$ cat src/rtl/mem_bus_ctrl_pkg.sv
// Shared types and default sizing for the memory bus controller.
package mem_bus_pkg;

    typedef enum logic {
        IDLE   = 1'b0,
        ACCESS = 1'b1
    } state_t;

    localparam int unsigned DEF_ADDR_WIDTH = 16;
    localparam int unsigned DEF_DATA_WIDTH = 8;
    localparam logic [15:0] DEF_ROM_BASE   = 16'hF000;

endpackage

$ cat src/rtl/mem_bus_ctrl_if.sv
// Request/response handshake between the 6502 address/data unit (master)
// and the memory bus controller (slave).
interface mem_bus_ctrl_if
    import mem_bus_pkg::*;
#(
    parameter int unsigned ADDR_WIDTH = DEF_ADDR_WIDTH,
    parameter int unsigned DATA_WIDTH = DEF_DATA_WIDTH
);
    logic                  req_valid;
    logic                  req_ready;
    logic [ADDR_WIDTH-1:0] req_addr;
    logic                  req_we;
    logic [DATA_WIDTH-1:0] req_wdata;
    logic                  rsp_valid;
    logic [DATA_WIDTH-1:0] rsp_rdata;
    logic                  rsp_err;

    modport master (
        output req_valid, req_addr, req_we, req_wdata,
        input  req_ready, rsp_valid, rsp_rdata, rsp_err
    );

    modport slave (
        input  req_valid, req_addr, req_we, req_wdata,
        output req_ready, rsp_valid, rsp_rdata, rsp_err
    );
endinterface

$ cat src/rtl/mem_bus_ctrl.sv
// Memory bus controller: one byte read/write per handshake, registered
// strobes to the memory, programmable read latency, one-cycle response.
// Optional write protection above ROM_BASE: define MEM_BUS_CTRL_WPROT_EN.
module mem_bus_ctrl
    import mem_bus_pkg::*;
#(
    parameter int unsigned ADDR_WIDTH = DEF_ADDR_WIDTH,
    parameter int unsigned DATA_WIDTH = DEF_DATA_WIDTH,
`ifdef MEM_BUS_CTRL_WPROT_EN
    parameter logic [ADDR_WIDTH-1:0] ROM_BASE = ADDR_WIDTH'(DEF_ROM_BASE),
`endif
    parameter int unsigned RD_LATENCY = 1
)(
    input  logic                  clk,
    input  logic                  resetn,
    mem_bus_ctrl_if.slave         bus,
    output logic                  busy,
    output logic                  mem_enable,
    output logic [ADDR_WIDTH-1:0] mem_address,
    output logic                  mem_wr_enable,
    output logic [DATA_WIDTH-1:0] mem_wr_data,
    input  logic [DATA_WIDTH-1:0] mem_rd_data
);

    localparam int unsigned CNT_W = $clog2(RD_LATENCY + 1);

    if (RD_LATENCY == 0) begin : g_rd_latency_check
        $error("mem_bus_ctrl: RD_LATENCY must be >= 1");
    end

    state_t                state_q, state_d;
    logic                  ready_q, ready_d;
    logic                  busy_q, busy_d;
    logic                  en_q, en_d;
    logic                  wen_q, wen_d;
    logic [ADDR_WIDTH-1:0] addr_q, addr_d;
    logic [DATA_WIDTH-1:0] wdata_q, wdata_d;
    logic                  we_q, we_d;
    logic [CNT_W-1:0]      cnt_q, cnt_d;
    logic                  rv_q, rv_d;
    logic [DATA_WIDTH-1:0] rdata_q, rdata_d;
    logic                  blocked;
`ifdef MEM_BUS_CTRL_WPROT_EN
    logic                  blk_q, blk_d;
    logic                  err_q, err_d;
`endif

    // Blocked writes never touch memory but still answer at T1.
    always_comb begin
`ifdef MEM_BUS_CTRL_WPROT_EN
        blocked = bus.req_we && (bus.req_addr >= ROM_BASE);
`else
        blocked = 1'b0;
`endif
    end

    // Next-state and registered-output logic.
    always_comb begin
        state_d = state_q;
        ready_d = ready_q;
        en_d    = en_q;
        wen_d   = wen_q;
        addr_d  = addr_q;
        wdata_d = wdata_q;
        we_d    = we_q;
        cnt_d   = cnt_q;
        rv_d    = 1'b0;
        rdata_d = rdata_q;
`ifdef MEM_BUS_CTRL_WPROT_EN
        blk_d   = blk_q;
        err_d   = 1'b0;
`endif
        unique case (state_q)
            IDLE: begin
                ready_d = 1'b1;
                if (bus.req_valid && ready_q) begin
                    addr_d  = bus.req_addr;
                    wdata_d = bus.req_wdata;
                    we_d    = bus.req_we;
                    en_d    = !blocked;
                    wen_d   = bus.req_we && !blocked;
                    cnt_d   = '0;
                    ready_d = 1'b0;
                    state_d = ACCESS;
`ifdef MEM_BUS_CTRL_WPROT_EN
                    blk_d   = blocked;
`endif
                end
            end
            ACCESS: begin
                if (we_q) begin
                    en_d    = 1'b0;
                    wen_d   = 1'b0;
                    rv_d    = 1'b1;
                    ready_d = 1'b1;
                    state_d = IDLE;
`ifdef MEM_BUS_CTRL_WPROT_EN
                    err_d   = blk_q;
`endif
                // Counter reads 0 only on the first wait edge (T1), where it is
                // loaded; capture happens when it has counted down to 1.
                end else if (cnt_q == '0) begin
                    cnt_d = CNT_W'(RD_LATENCY);
                end else if (cnt_q == CNT_W'(1)) begin
                    rdata_d = mem_rd_data;
                    en_d    = 1'b0;
                    rv_d    = 1'b1;
                    cnt_d   = '0;
                    ready_d = 1'b1;
                    state_d = IDLE;
                end else begin
                    cnt_d = cnt_q - CNT_W'(1);
                end
            end
            default: state_d = IDLE;
        endcase
        busy_d = (state_d == ACCESS);
    end

    // State and output registers; reset drops any transaction in flight.
    always_ff @(posedge clk or negedge resetn) begin
        if (!resetn) begin
            state_q <= IDLE;
            ready_q <= 1'b0;
            busy_q  <= 1'b0;
            en_q    <= 1'b0;
            wen_q   <= 1'b0;
            addr_q  <= '0;
            wdata_q <= '0;
            we_q    <= 1'b0;
            cnt_q   <= '0;
            rv_q    <= 1'b0;
            rdata_q <= '0;
`ifdef MEM_BUS_CTRL_WPROT_EN
            blk_q   <= 1'b0;
            err_q   <= 1'b0;
`endif
        end else begin
            state_q <= state_d;
            ready_q <= ready_d;
            busy_q  <= busy_d;
            en_q    <= en_d;
            wen_q   <= wen_d;
            addr_q  <= addr_d;
            wdata_q <= wdata_d;
            we_q    <= we_d;
            cnt_q   <= cnt_d;
            rv_q    <= rv_d;
            rdata_q <= rdata_d;
`ifdef MEM_BUS_CTRL_WPROT_EN
            blk_q   <= blk_d;
            err_q   <= err_d;
`endif
        end
    end

    assign bus.req_ready = ready_q;
    assign bus.rsp_valid = rv_q;
    assign bus.rsp_rdata = rdata_q;
`ifdef MEM_BUS_CTRL_WPROT_EN
    assign bus.rsp_err   = err_q;
`else
    assign bus.rsp_err   = 1'b0;
`endif
    assign busy          = busy_q;
    assign mem_enable    = en_q;
    assign mem_wr_enable = wen_q;
    assign mem_address   = addr_q;
    assign mem_wr_data   = wdata_q;

endmodule

$ cat src/flat_wrapper.sv
// flat-port wrapper written by rule: the top's interface ports become plain ports
module mem_bus_ctrl_flat import mem_bus_pkg::*;
#(
    parameter int unsigned ADDR_WIDTH = DEF_ADDR_WIDTH,
    parameter int unsigned DATA_WIDTH = DEF_DATA_WIDTH,

    parameter int unsigned RD_LATENCY = 1
)
  (clk, resetn, busy, mem_enable, mem_address, mem_wr_enable, mem_wr_data, mem_rd_data, bus_req_valid, bus_req_addr, bus_req_we, bus_req_wdata, bus_req_ready, bus_rsp_valid, bus_rsp_rdata, bus_rsp_err);
  mem_bus_ctrl_if #(.ADDR_WIDTH(ADDR_WIDTH), .DATA_WIDTH(DATA_WIDTH)) bus_i ();
  input  logic clk;
  input  logic resetn;
  output logic busy;
  output logic mem_enable;
  output logic [ADDR_WIDTH-1:0] mem_address;
  output logic mem_wr_enable;
  output logic [DATA_WIDTH-1:0] mem_wr_data;
  input  logic [DATA_WIDTH-1:0] mem_rd_data;
  input wire logic [$bits(bus_i.req_valid)-1:0] bus_req_valid;
  input wire logic [$bits(bus_i.req_addr)-1:0] bus_req_addr;
  input wire logic [$bits(bus_i.req_we)-1:0] bus_req_we;
  input wire logic [$bits(bus_i.req_wdata)-1:0] bus_req_wdata;
  output wire logic [$bits(bus_i.req_ready)-1:0] bus_req_ready;
  output wire logic [$bits(bus_i.rsp_valid)-1:0] bus_rsp_valid;
  output wire logic [$bits(bus_i.rsp_rdata)-1:0] bus_rsp_rdata;
  output wire logic [$bits(bus_i.rsp_err)-1:0] bus_rsp_err;
  assign bus_i.req_valid = bus_req_valid;
  assign bus_i.req_addr = bus_req_addr;
  assign bus_i.req_we = bus_req_we;
  assign bus_i.req_wdata = bus_req_wdata;
  assign bus_req_ready = bus_i.req_ready;
  assign bus_rsp_valid = bus_i.rsp_valid;
  assign bus_rsp_rdata = bus_i.rsp_rdata;
  assign bus_rsp_err = bus_i.rsp_err;
  mem_bus_ctrl #(.ADDR_WIDTH(ADDR_WIDTH), .DATA_WIDTH(DATA_WIDTH), .RD_LATENCY(RD_LATENCY)) u_core (.clk(clk), .resetn(resetn), .bus(bus_i), .busy(busy), .mem_enable(mem_enable), .mem_address(mem_address), .mem_wr_enable(mem_wr_enable), .mem_wr_data(mem_wr_data), .mem_rd_data(mem_rd_data));
endmodule
$ cat config.mk
export PLATFORM = sky130hd
export DESIGN_NAME = mem_bus_ctrl_flat
export DESIGN_NICKNAME = d
export VERILOG_FILES = /design/src/rtl/mem_bus_ctrl_pkg.sv /design/src/rtl/mem_bus_ctrl_if.sv /design/src/rtl/mem_bus_ctrl.sv /design/src/flat_wrapper.sv
export SDC_FILE = /design/constraint.sdc
export NUM_CORES = 1
export LEC_CHECK = 0
export CAP_MARGIN = 30
export CELL_PAD_IN_SITES_DETAIL_PLACEMENT = 2
export CELL_PAD_IN_SITES_GLOBAL_PLACEMENT = 2
export CORE_MARGIN = 10
export CORE_UTILIZATION = 23
export DETAILED_ROUTE_END_ITERATION = 10
export GPL_ROUTABILITY_DRIVEN = 0
export PLACE_DENSITY_LB_ADDON = 0.1
export SYNTH_ARGS = -nofsm -noshare
export SYNTH_HDL_FRONTEND = slang
export SYNTH_SLANG_ARGS = --single-unit
$ cat constraint.sdc
create_clock -name clk -period 1.3 [get_ports clk]
set_input_delay 0.195 -clock clk [delete_from_list [all_inputs] [get_ports clk]]
set_output_delay 0.195 -clock clk [all_outputs]
set_load 0.02 [all_outputs]
==> run metrics <==
CTS sink cnt=39; average wire per standard cell=17.4 microns; status=finished clean; skew final=roughly 0.0037 ns; # DRC=0; layout cell share with drive strength beyond 1=29.3%; Clock Tree Root=clkbuf_8; Slew Limit Fails=0; Leak=1.11 nW; I/O pin count=between 70 and 80; All-Layer GR Usage=8.88%; crit-path max FO=8; nets@finish=209; antenna violations before repair=0; global route overflow=0; critical path class=reg2reg; First-pass DRT Iterations=2; Critical Path Max Stage Delay=0.44 ns; Die X-Extent=just over 100 microns; Syn Area/Cell=16.4 sq um; RSZ-0062 raised after global routing=true; post-CTS repair timing setup buffer count=0; clock-pin slew on the worst setup and hold paths=0.08 ns; commonest non-fill, non-tap cell in the layout=dfrtp_1; RR Startpoint=u_core.state_q$_DFF_PN0_; number of global-route vias before repair=roughly 1,300; WP data arrival=between 1 and 1.5 ns; Synth top area share=64.6%; H-tree depth=2; post-route antenna net violation count=0; Worst setup startpoint=u_core.state_q$_DFF_PN0_; Setup TNS=0 ns; PwrDens=2410 nW/um^2; final setup violation count=0; vias post-DR=around 1,100; Hold/Removal Path Class=in2async; Die Y=between 100 and 150 microns; max_cap viols=0; Critical Path End Type=register; post-DP HPWL=3.45 mm; ranking of synthesized cells by area=dfrtp_1, mux2_2, mux2_4; antenna cells=0; area grow syn2layout=60.2%; pre-CTS WS=-0.183 ns; Initial DRC Count=24; leading cell types in the layout, fill and taps excluded=dfrtp_1, dlygate4sd2_1, clkdlybuf4s50_1; first-pass GRT wire length=7.08 mm; synth warn=0; core area=6350 sq um; Num CTS Buffers=5; fin crit share=a little over nine tenths; VDD IR max=between 0.8 and 0.9 mV; Die ar.=10,200 sq um; slowest stage cell, crit path=dfrtp_2; post-synth cell types=18; Post-Syn Instances=92; FF+latch count, synth=39; CTS tree=built; Avg Vias per Cell=4.28; worst-skew pair later-pin latency=just under 0.3 ns; PortBufs=72; area leader, netlist=dfrtp_1; Setup WS post-layout=a little under 0.05 ns; Final Hold Viols=0; register area share after synthesis=roughly 65%; largest net degree at the start of global routing=40; worst-path cell chain=and2b_1 > nand2_4 > mux2_2; Detailed Route WL=4.37 mm; Req. time, crit path=approximately 1.5 ns; Starting Density=23.8%; clock period minus worst slack=1.25 ns; Core Rows=29; Fmax=roughly 800 MHz; net count after synthesis=128; Max Root-Sink Buffers=2; mapped cell area=~1500 sq um; CP startpoint kind=register
[where the power goes]
| group | internal (W) | switching (W) |
|---|---|---|
| registers | 0.00183 | 0.000342 |
| clock network | 0.000367 | 0.000435 |
| logic | 0.00141 | 0.00144 |
[cells in the mapped netlist, drive strengths merged]
cell type	number
nand2	3
inv	1
nand3b	1
nand2b	1
o21a	1
conb	1
o21ai	4
dfrtp	39
buf	4
and2b	1
mux2i	1
mux2	33
o31a	1
nand3	1
[critical path, delay by kind of cell (launching register included)]
| kind | cells | cell delay, ns |
|---|---|---|
| simple gates | 2 | 0.34 |
| flops | 1 | 0.44 |
| mux | 1 | 0.35 |
[metal layers]
layer	share of wire, %	up-vias	GRT usage (%)
met2	49	49	14.4
li1	-	477	-
met5	0	-	0
met4	1.8	0	3.11
met3	13	7	5.90
met1	36	542	8.95
[kinds of logic after synthesis]
kind of cell,share of synthesized area [%]
flops,64.6
mux,26.7
simple gates,3.48
compound gates,2.40
buf+inv,2.57
other cells,0.248
[metrics by stage]
stage                     std cells  util [%]  hold WS (ns)  instance area, sq um  power (W)
final                           251      38.1         0.397                  2420    0.00583
after global routing            251      38.1         0.442                  2420    0.00627
after CTS                       251      38.1         0.412                  2420    0.00599
after detailed placement        242      37.2         0.184                  2360    0.00556
after global placement          242      37.2         0.182                  2360    0.00546
after floorplan                  92         -        -0.101                  1520    0.00385
[worst paths after layout]
path / to / slack, ns / cells past startpoint
min in group clk: u_core.mem_address[15]$_DFFE_PN0P_ / 0.50 / 1
max: u_core.bus.rsp_rdata[7]$_DFFE_PN0P_ / 0.05 / 3
min: u_core.mem_address[12]$_DFFE_PN0P_ / 0.40 / 3
max in group asynchronous: u_core.state_q$_DFF_PN0_ / 0.69 / 3
max reg2reg: u_core.bus.rsp_rdata[7]$_DFFE_PN0P_ / 0.05 / 3
min reg2reg: u_core.mem_address[15]$_DFFE_PN0P_ / 0.50 / 1
[timing repair]
action                                  CTS  global route
hold buffers                              1             0
cloned                                    0             0
pin swaps                                 0             0
endpoints found under the setup margin   40             3
hold endpoints to repair                 39             0
resized for setup                        40             1
[sequential cells by signal, summed over array words and instances, names as in the netlist]
| signal | count |
|---|---|
| u_core.bus.req_ready | 1 |
| u_core.bus.rsp_rdata | 8 |
| u_core.bus.rsp_valid | 1 |
| u_core.cnt_q | 1 |
| u_core.mem_address | 16 |
| u_core.mem_enable | 1 |
| u_core.mem_wr_data | 8 |
| u_core.mem_wr_enable | 1 |
| u_core.state_q | 1 |
| u_core.we_q | 1 |
[layout make-up]
type	instances	area, sq um
Fill cell	660	3930
Sequential cell	39	977
Timing Repair Buffer	78	758
Multi-Input combinational cell	48	502
Tap cell	77	96.3
Clock buffer	5	68.8
Clock inverter	3	15.0
Inverter	1	3.75
Power figures use the tool's default switching activity.
